--- src/rtl/cas_key_loader_if.sv ---
// Handshake and key bus between the CAS-Lock key loader and its environment.
interface cas_key_loader_if #(
  parameter int KEY_W = 64
);
  logic             start;
  logic             busy;
  logic             done;
  logic             err;
  logic             mem_req;
  logic [3:0]       mem_addr;
  logic             mem_ack;
  logic [7:0]       mem_data;
  logic [KEY_W-1:0] key_out;
  logic             key_valid;

  modport master (
    input  start, mem_ack, mem_data,
    output busy, done, err, mem_req, mem_addr, key_out, key_valid
  );

  modport slave (
    output start, mem_ack, mem_data,
    input  busy, done, err, mem_req, mem_addr, key_out, key_valid
  );
endinterface

--- src/rtl/cas_key_loader.sv ---
// Fetches KEY_W/8 key bytes plus an XOR checksum over req/ack, then drives the locked core's key bus.
// start-to-key_valid is NBYTES+3 edges with ack tied high; mem_req simply holds while ack is low (TIMEOUT bounded).
module cas_key_loader #(
  parameter int KEY_W   = 64,
  parameter int TIMEOUT = 255
) (
  input logic             clk,
  input logic             rst,
  cas_key_loader_if.master bus
);
  localparam int         NBYTES = KEY_W / 8;
  localparam logic [3:0] LAST   = 4'(NBYTES);
  localparam logic [7:0] TLIM   = 8'(TIMEOUT - 1);

  typedef enum logic [2:0] {IDLE, FETCH, CHECK, DONE, ERR} state_t;

  state_t           state, state_nx;
  logic [3:0]       idx;
  logic [7:0]       tcnt;
  logic [7:0]       xor_acc;
  logic [7:0]       chk;
  logic [KEY_W-1:0] shadow;
  logic [KEY_W-1:0] key_q;
  logic             key_valid_q;
  logic             err_q;
  logic             done_q;
  logic             busy_w;
  logic             accept;

  assign busy_w = (state == FETCH) || (state == CHECK);
  assign accept = bus.start && !busy_w;

  always_ff @(posedge clk or posedge rst) begin
    if (rst) state <= IDLE;
    else     state <= state_nx;
  end

  always_comb begin
    state_nx = state;
    case (state)
      IDLE, DONE, ERR: if (bus.start) state_nx = FETCH;
      FETCH: begin
        if (bus.mem_ack) begin
          if (idx == LAST) state_nx = CHECK;
        end else if (tcnt == TLIM) begin
          state_nx = ERR;
        end
      end
      CHECK:   state_nx = (chk == xor_acc) ? DONE : ERR;
      default: state_nx = IDLE;
    endcase
  end

  always_comb begin
    bus.busy      = busy_w;
    bus.mem_req   = (state == FETCH);
    bus.mem_addr  = (state == FETCH) ? idx : 4'd0;
    bus.done      = done_q;
    bus.err       = err_q;
    bus.key_out   = key_q;
    bus.key_valid = key_valid_q;
  end

  // Key bus only changes when a load finishes, so the old key stays live during a reload.
  always_ff @(posedge clk or posedge rst) begin
    if (rst) begin
      idx         <= '0;
      tcnt        <= '0;
      xor_acc     <= '0;
      chk         <= '0;
      shadow      <= '0;
      key_q       <= '0;
      key_valid_q <= 1'b0;
      err_q       <= 1'b0;
      done_q      <= 1'b0;
    end else begin
      done_q <= busy_w && (state_nx == DONE || state_nx == ERR);
      if (accept) begin
        idx     <= '0;
        tcnt    <= '0;
        xor_acc <= '0;
        err_q   <= 1'b0;
      end else if (state == FETCH) begin
        if (bus.mem_ack) begin
          tcnt <= '0;
          if (idx == LAST) begin
            chk <= bus.mem_data;
          end else begin
            for (int i = 0; i < NBYTES; i++) begin
              if (idx == 4'(i)) shadow[8*i +: 8] <= bus.mem_data;
            end
            xor_acc <= xor_acc ^ bus.mem_data;
            idx     <= idx + 4'd1;
          end
        end else begin
          tcnt <= tcnt + 8'd1;
        end
      end
      if (state == CHECK && state_nx == DONE) begin
        key_q       <= shadow;
        key_valid_q <= 1'b1;
      end else if (busy_w && state_nx == ERR) begin
        key_q       <= '0;
        key_valid_q <= 1'b0;
        err_q       <= 1'b1;
      end
    end
  end
endmodule

--- src/flat_wrapper.sv ---
// flat-port wrapper written by rule: the top's interface ports become plain ports
module cas_key_loader_flat 
#(
  parameter int KEY_W   = 64,
  parameter int TIMEOUT = 255
)
  (clk, rst, bus_start, bus_mem_ack, bus_mem_data, bus_busy, bus_done, bus_err, bus_mem_req, bus_mem_addr, bus_key_out, bus_key_valid);
  cas_key_loader_if #(.KEY_W(KEY_W)) bus_i ();
  input logic clk;
  input logic rst;
  input wire logic [$bits(bus_i.start)-1:0] bus_start;
  input wire logic [$bits(bus_i.mem_ack)-1:0] bus_mem_ack;
  input wire logic [$bits(bus_i.mem_data)-1:0] bus_mem_data;
  output wire logic [$bits(bus_i.busy)-1:0] bus_busy;
  output wire logic [$bits(bus_i.done)-1:0] bus_done;
  output wire logic [$bits(bus_i.err)-1:0] bus_err;
  output wire logic [$bits(bus_i.mem_req)-1:0] bus_mem_req;
  output wire logic [$bits(bus_i.mem_addr)-1:0] bus_mem_addr;
  output wire logic [$bits(bus_i.key_out)-1:0] bus_key_out;
  output wire logic [$bits(bus_i.key_valid)-1:0] bus_key_valid;
  assign bus_i.start = bus_start;
  assign bus_i.mem_ack = bus_mem_ack;
  assign bus_i.mem_data = bus_mem_data;
  assign bus_busy = bus_i.busy;
  assign bus_done = bus_i.done;
  assign bus_err = bus_i.err;
  assign bus_mem_req = bus_i.mem_req;
  assign bus_mem_addr = bus_i.mem_addr;
  assign bus_key_out = bus_i.key_out;
  assign bus_key_valid = bus_i.key_valid;
  cas_key_loader #(.KEY_W(KEY_W), .TIMEOUT(TIMEOUT)) u_core (.clk(clk), .rst(rst), .bus(bus_i));
endmodule
--- config.mk ---
export PLATFORM = sky130hd
export DESIGN_NAME = cas_key_loader_flat
export DESIGN_NICKNAME = d
export VERILOG_FILES = /design/src/rtl/cas_key_loader_if.sv /design/src/rtl/cas_key_loader.sv /design/src/flat_wrapper.sv
export SDC_FILE = /design/constraint.sdc
export NUM_CORES = 1
export LEC_CHECK = 0
export ABC_CLOCK_PERIOD_IN_PS = 5900
export BUFFER_PORTS_ARGS = -buffer_cell sky130_fd_sc_hd__buf_2
export CAP_MARGIN = 5
export CORE_UTILIZATION = 50
export DETAILED_ROUTE_END_ITERATION = 6
export PLACE_DENSITY = 0.73
export SETUP_SLACK_MARGIN = 0.5
export SYNTH_ARGS = -nofsm -noshare
export SYNTH_HDL_FRONTEND = slang
export SYNTH_SLANG_ARGS = --single-unit
--- constraint.sdc ---
create_clock -name clk -period 5.9 [get_ports clk]
set_input_delay 1.18 -clock clk [delete_from_list [all_inputs] [get_ports clk]]
set_output_delay 1.18 -clock clk [all_outputs]
set_load 0.02 [all_outputs]
==> flow_summary.ini, run 1 <==
[placed_design]
placed_area_um2 = 7046
place_hpwl_um = 8423
routabilityCongestion = 0.8209
io_buffers = 84
dpl_worst_slack_ps = 2739

[power]
p_leak_uw = 0.003811
intPower_uw = 2428
p_sw_uw = 993.0
clkPwrFrac_pct = 30.9
p_per_area_nw_per_um2 = 449.4
sw_frac_of_total_pct = 29.02
ir_drop_mv = 0.1999
p_seq_share_pct = 48.2
p_comb_share_pct = 20.9

[clocking]
path_clk_slew_ps = 60
cts_buffer_depth = 2
cts-root-buf = clkbuf_16
cts_resized = 0
h-tree-depth = 4
cts_tree = yes
cts.sinks = 162
postCtsSetupBuffers = 0
insertion_delay_ps = 420
cts_hold_buf = 0
cts_buffers = 17

[setup_path]
worst-setup-path-type = reg -> out
cp-start-kind = flip-flop
reg2reg_depth = 5
rrSetupSlack_ps = 3520
r2r_end = u_core.bus.key_out[2]
cp-end-kind = output pin
crit_start = u_core.state[0]
worstPathRequired_ps = 4720
cp_max_fo = 12
r2r_start = u_core.state[0]
endpoint = bus_mem_addr[2]
arrival_ps = 2170

[cells_and_area]
final_nets = 564
drive_gt1_share_pct = 35.73
syn_to_final_growth_pct = 16.06
utilization_pct = 59.84
antennaDiodeCount = 0
stdcell_area_um2 = 7614

[global_routing]
grt_usage_pct = 21.75
grt_pass1_vias = 3961
antenna_found_initial = 0
grt_pass1_wl_um = 21760
overflow = 0
grt_max_degree = 163

[synthesis]
synth_top_area_share_pct = 61.80
synth_area_leaders = dfrtp_1 62%, mux2_2 12%, a22o_1 8.8%
synthesis.nets = 490
synth_cell_types = 39
seq_area_frac_synth_pct = 61.80
synthFlopType = dfrtp_1
yosysTopAreaCell = dfrtp_1
ys_ff_latch = 162
syn_inst = 472
synth_area_per_cell_um2 = 13.90
yosys_warnings = 0
syn-cell-area_um2 = 6560
synth_edf_count = 0
async_flop_share_pct = 100.0

[status]
status = finished, final reports clean

[timing]
fmax_mhz = 298.4
finalSetupViolCount = 0
setup_ws_ps = 2548
hold_violations = 0
relSlewSlack_pct = 42.87
min_period_ps = 3352
worst_slew_pin_slew_ps = 856.9
fin_setup_tns_ps = 0
rsz0062_at_grt = no
finalCritPeriodShare_pct = 56.81
clock_skew_ps = 5.800
slew_viol_final = 0

[run]
maxCapViolations = 0

[floorplan]
start_util_pct = 51.56
placementRows = 41
die-width_um = 116.5
die_area_um2 = 13580
die_h_um = 116.5
num_io_pins = 85
core-area_um2 = 12720

[detailed_routing]
drtIter0Drc = 294
avgViaCountPerCell = 5.610
drt-wirelength-per-cell_um = 18.65
postRouteAntennaNets = 0
drc = 0
drt-total-wl_um = 13590
num_vias = 4090
firstDrtPassIters = 4

[hold_path]
hold_class = reg -> reg
hold_start = u_core.shadow[14]
-- through the flow --
step	power [uW]	std cells	hold slack [ps]
after global routing	3610	729	508.2
after floorplan	2190	472	450.4
after CTS	3447	729	492.9
after detailed placement	2386	699	473.4
final	3421	729	489.4
after global placement	2336	699	467.6
-- worst min-delay path by stage --
stage | endpoint | slack [ps] | cells past startpoint
after global routing | u_core.bus.key_out[57] | 510 | 1
after detailed placement | u_core.bus.key_out[56] | 470 | 1
after global placement | u_core.tcnt[7] | 470 | 1
after CTS | u_core.bus.key_out[57] | 490 | 1
final | u_core.bus.key_out[14] | 490 | 1
after floorplan | u_core.tcnt[7] | 450 | 1
-- metal layers --
layer / global-route usage [%] / up-vias / wire length, um
li1: - / 1845 / -
met1: 30.43 / 2108 / 6342
met2: 32.39 / 110 / 6251
met3: 5.864 / 27 / 734
met4: 8.692 / 0 / 264
met5: 0 / - / 0
-- flip-flops by register name, summed over array words and instances (netlist names) --
name,count
u_core.idx,4
u_core.state,3
u_core.bus.err,1
u_core.bus.key_valid,1
u_core.bus.key_out,64
u_core.xor_acc,8
u_core.chk,8
u_core.shadow,64
u_core.bus.done,1
u_core.tcnt,8
-- cell usage after synthesis, types with 3 or more instances --
| cell type | n |
|---|---|
| nand4_1 | 3 |
| buf_6 | 9 |
| xnor2_1 | 11 |
| o21ai_0 | 4 |
| a22o_1 | 66 |
| a21oi_1 | 5 |
| and2_1 | 6 |
| nor2_1 | 17 |
| nand3_1 | 7 |
| ha_1 | 6 |
| buf_2 | 9 |
| dfrtp_1 | 162 |
| nor3_4 | 4 |
| clkbuf_1 | 13 |
| mux2_2 | 72 |
| mux2i_1 | 11 |
| nand2_1 | 29 |
| and3_1 | 3 |
| inv_1 | 6 |
-- cells in the final DEF, fill, tap and decap left out, types with 4 or more instances in the layout --
cell       instances
nor2_1            16
a22o_1            66
inv_1              5
nand2_1           29
nor3_4             4
a21oi_1            5
xnor2_1           11
nand3_1            7
and2_1             6
mux2_2            72
mux2i_1           11
buf_2             84
clkbuf_16         17
dfrtp_1          162
ha_1               6
o21ai_0            4
-- area by class of cell --
class	count	area (um2)
Clock buffer	21	460.4
Sequential cell	162	4054
Inverter	7	30.03
Multi-Input combinational cell	270	2283
Timing Repair Buffer	88	462.9
Tap cell	172	215.2
Fill cell	1030	5109
Clock inverter	9	107.6
-- worst max-delay path, cell delays in order, from the launching register on --
cell	delay [ps]
dfrtp_1	520
or3b_1	450
clkinv_1	340
and2_1	280
buf_2	160
-- power by group through the flow --
stage          sequential, uW  clock [uW]  combinational [uW]
6_report                 1650        1060                 714
5_1_grt                  1690        1130                 791
4_1_cts                  1650        1080                 724
3_5_place_dp             1670           0                 721
3_3_place_gp             1650           0                 689
2_1_floorplan            1590           0                 604
-- logic make-up after synthesis --
kind of cell / share of synthesized area, %
compound gates: 10.80
xor+xnor: 1.736
fa+ha+maj: 1.144
buf+inv: 3.605
flops: 61.80
mux: 14.04
simple gates: 6.885
Note: power is estimated with default switching activity, not from simulation.
==> run 2, diff against run 1 <==
- ABC_CLOCK_PERIOD_IN_PS: 5900 -> 3100
- PLACE_DENSITY: 0.73 -> 0.71
- clock period: 5.9 -> 3.1 ns (I/O delays scaled with it)
==> run 2 against run 1 <==
Die area did not move. Highest routed layer unchanged. Worst hold slack got worse by 170 ps. Final area barely moved. Count of clock-buffer cells in the layout rose by 2.
==> flow_summary.ini, run 2 (synthesis gave the netlist of run 1 again) <==
[cells_and_area]
stdcell_area_um2 = 7620
layout_commonest_cell = dfrtp_1
drive_gt1_share_pct = 36.07
fillerInstances = 1021
final_nets = 569
antennaDiodeCount = 0
final_cell_mix = 161 x dfrtp_1, 84 x buf_2, 72 x mux2_2
syn_to_final_growth_pct = 16.15
instances_no_fill = 732

[clocking]
cts_tree = yes
cts.sinks = 162
cts_hold_buf = 0
insertion_delay_ps = 420
cts_buffers = 17
cts-root-buf = clkbuf_16
path_clk_slew_ps = 50
h-tree-depth = 4
cts_buffer_depth = 2

[placed_design]
io_buffers = 84
placed_area_um2 = 7073
place_hpwl_um = 8607
dpl_worst_slack_ps = 498.9
dp.cells = 701
routabilityCongestion = 0.8037

[setup_path]
worstPathRequired_ps = 2480
cp_slowest_cell = or3b_4
crit_start = u_core.state[1]
reg2reg_depth = 4
r2r_start = u_core.state[1]
worstPathCellList = or3b_4 -> clkinvlp_4 -> and2_1 -> buf_2
r2r_end = u_core.shadow[53]
rrSetupSlack_ps = 730
cp_num_cells = 4
cp_max_fo = 10
cp-end-kind = output pin
endpoint = bus_mem_addr[2]
crit_path_max_incr_delay_ps = 500
arrival_ps = 1910
worst-setup-path-type = reg -> out
cp.buffers_inverters = 2
critPathTopFamily = simple AND/OR/NAND/NOR gates
cp-start-kind = flip-flop

[global_routing]
grt_pass1_wl_um = 22010
grt_max_degree = 68
grt_usage_pct = 22.18
overflow = 0
grt_pass1_vias = 4111
antenna_found_initial = 0

[timing]
finalCritPeriodShare_pct = 81.45
slew_viol_final = 0
clock_skew_ps = 5.828
relSlewSlack_pct = 32.32
fmax_mhz = 396.0
worst_slew_pin_slew_ps = 1013
setup_ws_ps = 575.0
fin_setup_tns_ps = 0
hold_violations = 0
min_period_ps = 2525
rsz0062_at_grt = no
finalSetupViolCount = 0

[floorplan]
die_h_um = 116.5
die_area_um2 = 13580
die-width_um = 116.5
core-area_um2 = 12720
start_util_pct = 51.56
num_io_pins = 85
placementRows = 41

[detailed_routing]
met1_length_um = 6462
num_vias = 4040
avgViaCountPerCell = 5.519
wl_met2_um = 6321
postRouteAntennaNets = 0
drc = 0
top_layer_used = met4
firstDrtPassIters = 4
drt-total-wl_um = 13530
drtIter0Drc = 260
met3_length_um = 551
drt-wirelength-per-cell_um = 18.48

[power]
ir_drop_mv = 0.4025
p_leak_uw = 0.003805
p_per_area_nw_per_um2 = 838.7

[status]
status = finished, final reports clean

[hold_path]
hold_class = in -> async

[run]
maxCapViolations = 0
[run 2: how the worst min path moves through the flow]
stage	start	end	slack [ps]	cells after the start
detailed placement	u_core.shadow[57]	u_core.bus.key_out[57]	470	1
global placement	u_core.tcnt[7]	u_core.tcnt[7]	470	1
global route	rst	u_core.bus.key_out[40]	380	2
CTS	rst	u_core.bus.key_out[0]	340	2
floorplan	u_core.tcnt[7]	u_core.tcnt[7]	450	1
finish	rst	u_core.bus.key_out[40]	320	2
[run 2: metal layers]
layer	vias to the layer above	track usage, %
li1	1852	-
met1	2084	31.30
met2	87	33.61
met3	17	5.812
met4	0	7.342
met5	-	0
[run 2: what timing repair did]
action | CTS | global route
hold endpoints to repair | 0 | 0
gates cloned | 0 | 0
setup endpoints to repair | 3 | 2
setup buffers | 0 | 3
resized for setup | 2 | 1
[run 2: through the flow]
step	total power [uW]	hold WS [ps]	util, %
2_1_floorplan	4168	450.4	-
3_3_place_gp	4452	466.8	55.60
3_5_place_dp	4527	474.6	55.60
4_1_cts	6417	338.9	59.69
5_1_grt	6746	376.2	59.89
6_report	6391	323.9	59.89
[run 2: area by class of cell]
class | instances | area (um2) | share of cell area, %
clock inverters | 5 | 58.81 | 0.7718
inverters | 7 | 33.78 | 0.4433
repair buffers | 93 | 513.0 | 6.732
well taps | 172 | 215.2 | 2.824
flip-flops and latches | 162 | 4055 | 53.22
multi-input cells | 270 | 2286 | 30.00
clock buffers | 23 | 457.9 | 6.010
[run 2: report_power, final]
part,switching (uW),internal (uW),leakage [uW]
Clock,765,1110,0.000245
Combinational,676,729,0.00144
Sequential,411,2700,0.00212
Total,1850,4540,0.00380
==> run 3, diff against run 2 <==
- ABC_AREA: not set -> 1
- ABC_CLOCK_PERIOD_IN_PS: 3100 -> 2300
- PLACE_DENSITY: 0.71 -> 0.73
- clock period: 3.1 -> 2.3 ns (I/O delays scaled with it)
==> run 3 against run 2 <==
Non-clock buffer count increased by 19. Worst hold slack got worse by 310 ps. Routed wire length increased by 24%. Sequential power increased by 59%. Utilization increased by 1.8 points. Total power increased by 83%. Final cell count increased by 36%. Die area increased by 3.3%. Synthesized cell count increased by 54%. Clock power increased by 54%.
==> flow_summary.ini, run 3 <==
[timing]
worst_slew_pin_slew_ps = 484.3
finalCritPeriodShare_pct = 80.10
fmax_mhz = 542.8
hold_violations = 0
slew_viol_final = 0
relSlewSlack_pct = 67.68
finalSetupViolCount = 0
clock_skew_ps = 7.390
rsz0062_at_grt = yes
whs_ps = 15.66
min_period_ps = 1842

[cells_and_area]
utilization_pct = 61.73
stdcell_area_um2 = 8174
layout_commonest_cell = nand2_1
final_cell_mix = 177 x nand2_1, 161 x dfrtp_1, 88 x o21ai_0
drive_gt1_share_pct = 20.44
syn_to_final_growth_pct = 20.60
final_nets = 828
antennaDiodeCount = 0
fillerInstances = 1130

[synthesis]
syn_inst = 725
synth_cell_types = 28
yosys_warnings = 0
syn-cell-area_um2 = 6778
synthesis.nets = 743
synth_commonest_cells = 180 x nand2_1, 162 x dfrtp_1, 88 x o21ai_0
async_flop_share_pct = 100.0
synth_area_leaders = dfrtp_1 60%, nand2_1 10%, nand4_1 6.6%
yosysMostFrequentCell = nand2_1
yosysTopAreaCell = dfrtp_1
synth_area_per_cell_um2 = 9.349
synth_edf_count = 0
synth_top_area_share_pct = 59.81
ys_ff_latch = 162
seq_area_frac_synth_pct = 59.81
synthFlopType = dfrtp_1

[run]
maxCapViolations = 0

[setup_path]
r2r_end = u_core.xor_acc[1]
worstPathRequired_ps = 1840
cp-end-kind = output pin
reg2reg_depth = 8
arrival_ps = 1380
cp-start-kind = flip-flop
r2r_start = u_core.state[1]
cp_max_fo = 5
rrSetupSlack_ps = 490
worst-setup-path-type = reg -> out

[detailed_routing]
drt-total-wl_um = 16810
drc = 0
num_vias = 5693
firstDrtPassIters = 5
drtIter0Drc = 465
postRouteAntennaNets = 0
drt-wirelength-per-cell_um = 16.84
avgViaCountPerCell = 5.704

[clocking]
cts_buffer_depth = 2
cts_buffers = 17
path_clk_slew_ps = 60
insertion_delay_ps = 420
cts-root-buf = clkbuf_16
cts_tree = yes
cts.sinks = 162
h-tree-depth = 4

[global_routing]
grt_pass1_vias = 5524
grt_max_degree = 81
grt_pass1_wl_um = 28020
overflow = 0
grt_usage_pct = 25.44
antenna_found_initial = 0

[power]
ir_drop_mv = 0.6500
p_total_uw = 11720
p_per_area_nw_per_um2 = 1434
p_leak_uw = 0.003815

[status]
status = finished, final reports clean

[floorplan]
core-area_um2 = 13240
placementRows = 42
die_h_um = 118.4
die-width_um = 118.4
start_util_pct = 51.18
num_io_pins = 85
die_area_um2 = 14030

[placed_design]
placed_area_um2 = 7360
place_hpwl_um = 10440
routabilityCongestion = 0.8840
io_buffers = 84

[hold_path]
hold_class = in -> async
-- run 3: worst max-delay path by stage --
| stage | startpoint | slack, ps | end |
|---|---|---|---|
| 4_1_cts | u_core.state[2] | 440 | bus_mem_addr[0] |
| 6_report | u_core.state[1] | 460 | bus_mem_addr[0] |
| 3_5_place_dp | u_core.state[1] | 410 | u_core.bus.key_out[27] |
| 2_1_floorplan | rst | -220 | u_core.bus.done |
| 3_3_place_gp | u_core.xor_acc[6] | 490 | u_core.bus.key_out[51] |
| 5_1_grt | u_core.state[1] | 410 | bus_mem_addr[0] |
-- run 3: through the flow --
stage / std cells / TNS (ps) / setup slack, ps
2_1_floorplan: 725 / -35120 / -216.8
3_3_place_gp: 953 / 0 / 490.1
3_5_place_dp: 953 / 0 / 413.8
4_1_cts: 990 / 0 / 441.4
5_1_grt: 998 / 0 / 405.6
6_report: 998 / 0 / 457.6
-- run 3: report_power, final --
group	internal (uW)	switching [uW]
clock network	1780	1100
logic	1450	2460
registers	4130	808
-- run 3: critical path, cell delays in order (launching register included) --
cell and delay [ps]:
dfrtp_1 400, inv_2 130, nand3_4 140, nor2_2 140, buf_4 150
-- run 3: logic make-up after synthesis --
logic type	after synthesis	synth area share (%)
and+or+nand+nor	352	24.18
DFF	162	59.81
AOI/OAI and AO/OA	110	8.658
buffers and inverters	88	5.335
xor gates and xnor gates	7	0.9046
adders and majority gates	6	1.108
-- run 3: layer usage --
| metal | vias up | track usage [%] | wire length, um |
|---|---|---|---|
| li1 | 2648 | - | - |
| met1 | 2799 | 36.28 | 7614 |
| met2 | 221 | 39.12 | 7845 |
| met3 | 25 | 5.743 | 1039 |
| met4 | 0 | 7.516 | 306 |
| met5 | - | 0 | 0 |
-- run 3: area by class of cell --
cell class,instances,area (um2),share of cell area [%]
Sequential cell,162,4055,49.61
Multi-Input combinational cell,476,2420,29.60
Timing Repair Buffer,112,710.7,8.694
Clock buffer,22,474.2,5.801
Tap cell,176,220.2,2.694
Inverter,41,163.9,2.005
Clock inverter,9,130.1,1.592
-- run 3: timing repair --
action                     CTS  global route
pin swaps                    1             5
hold buffers                 0             0
gates cloned                 1             0
buffers inserted             5             8
setup endpoints to repair   89           130
resized for setup           15            21
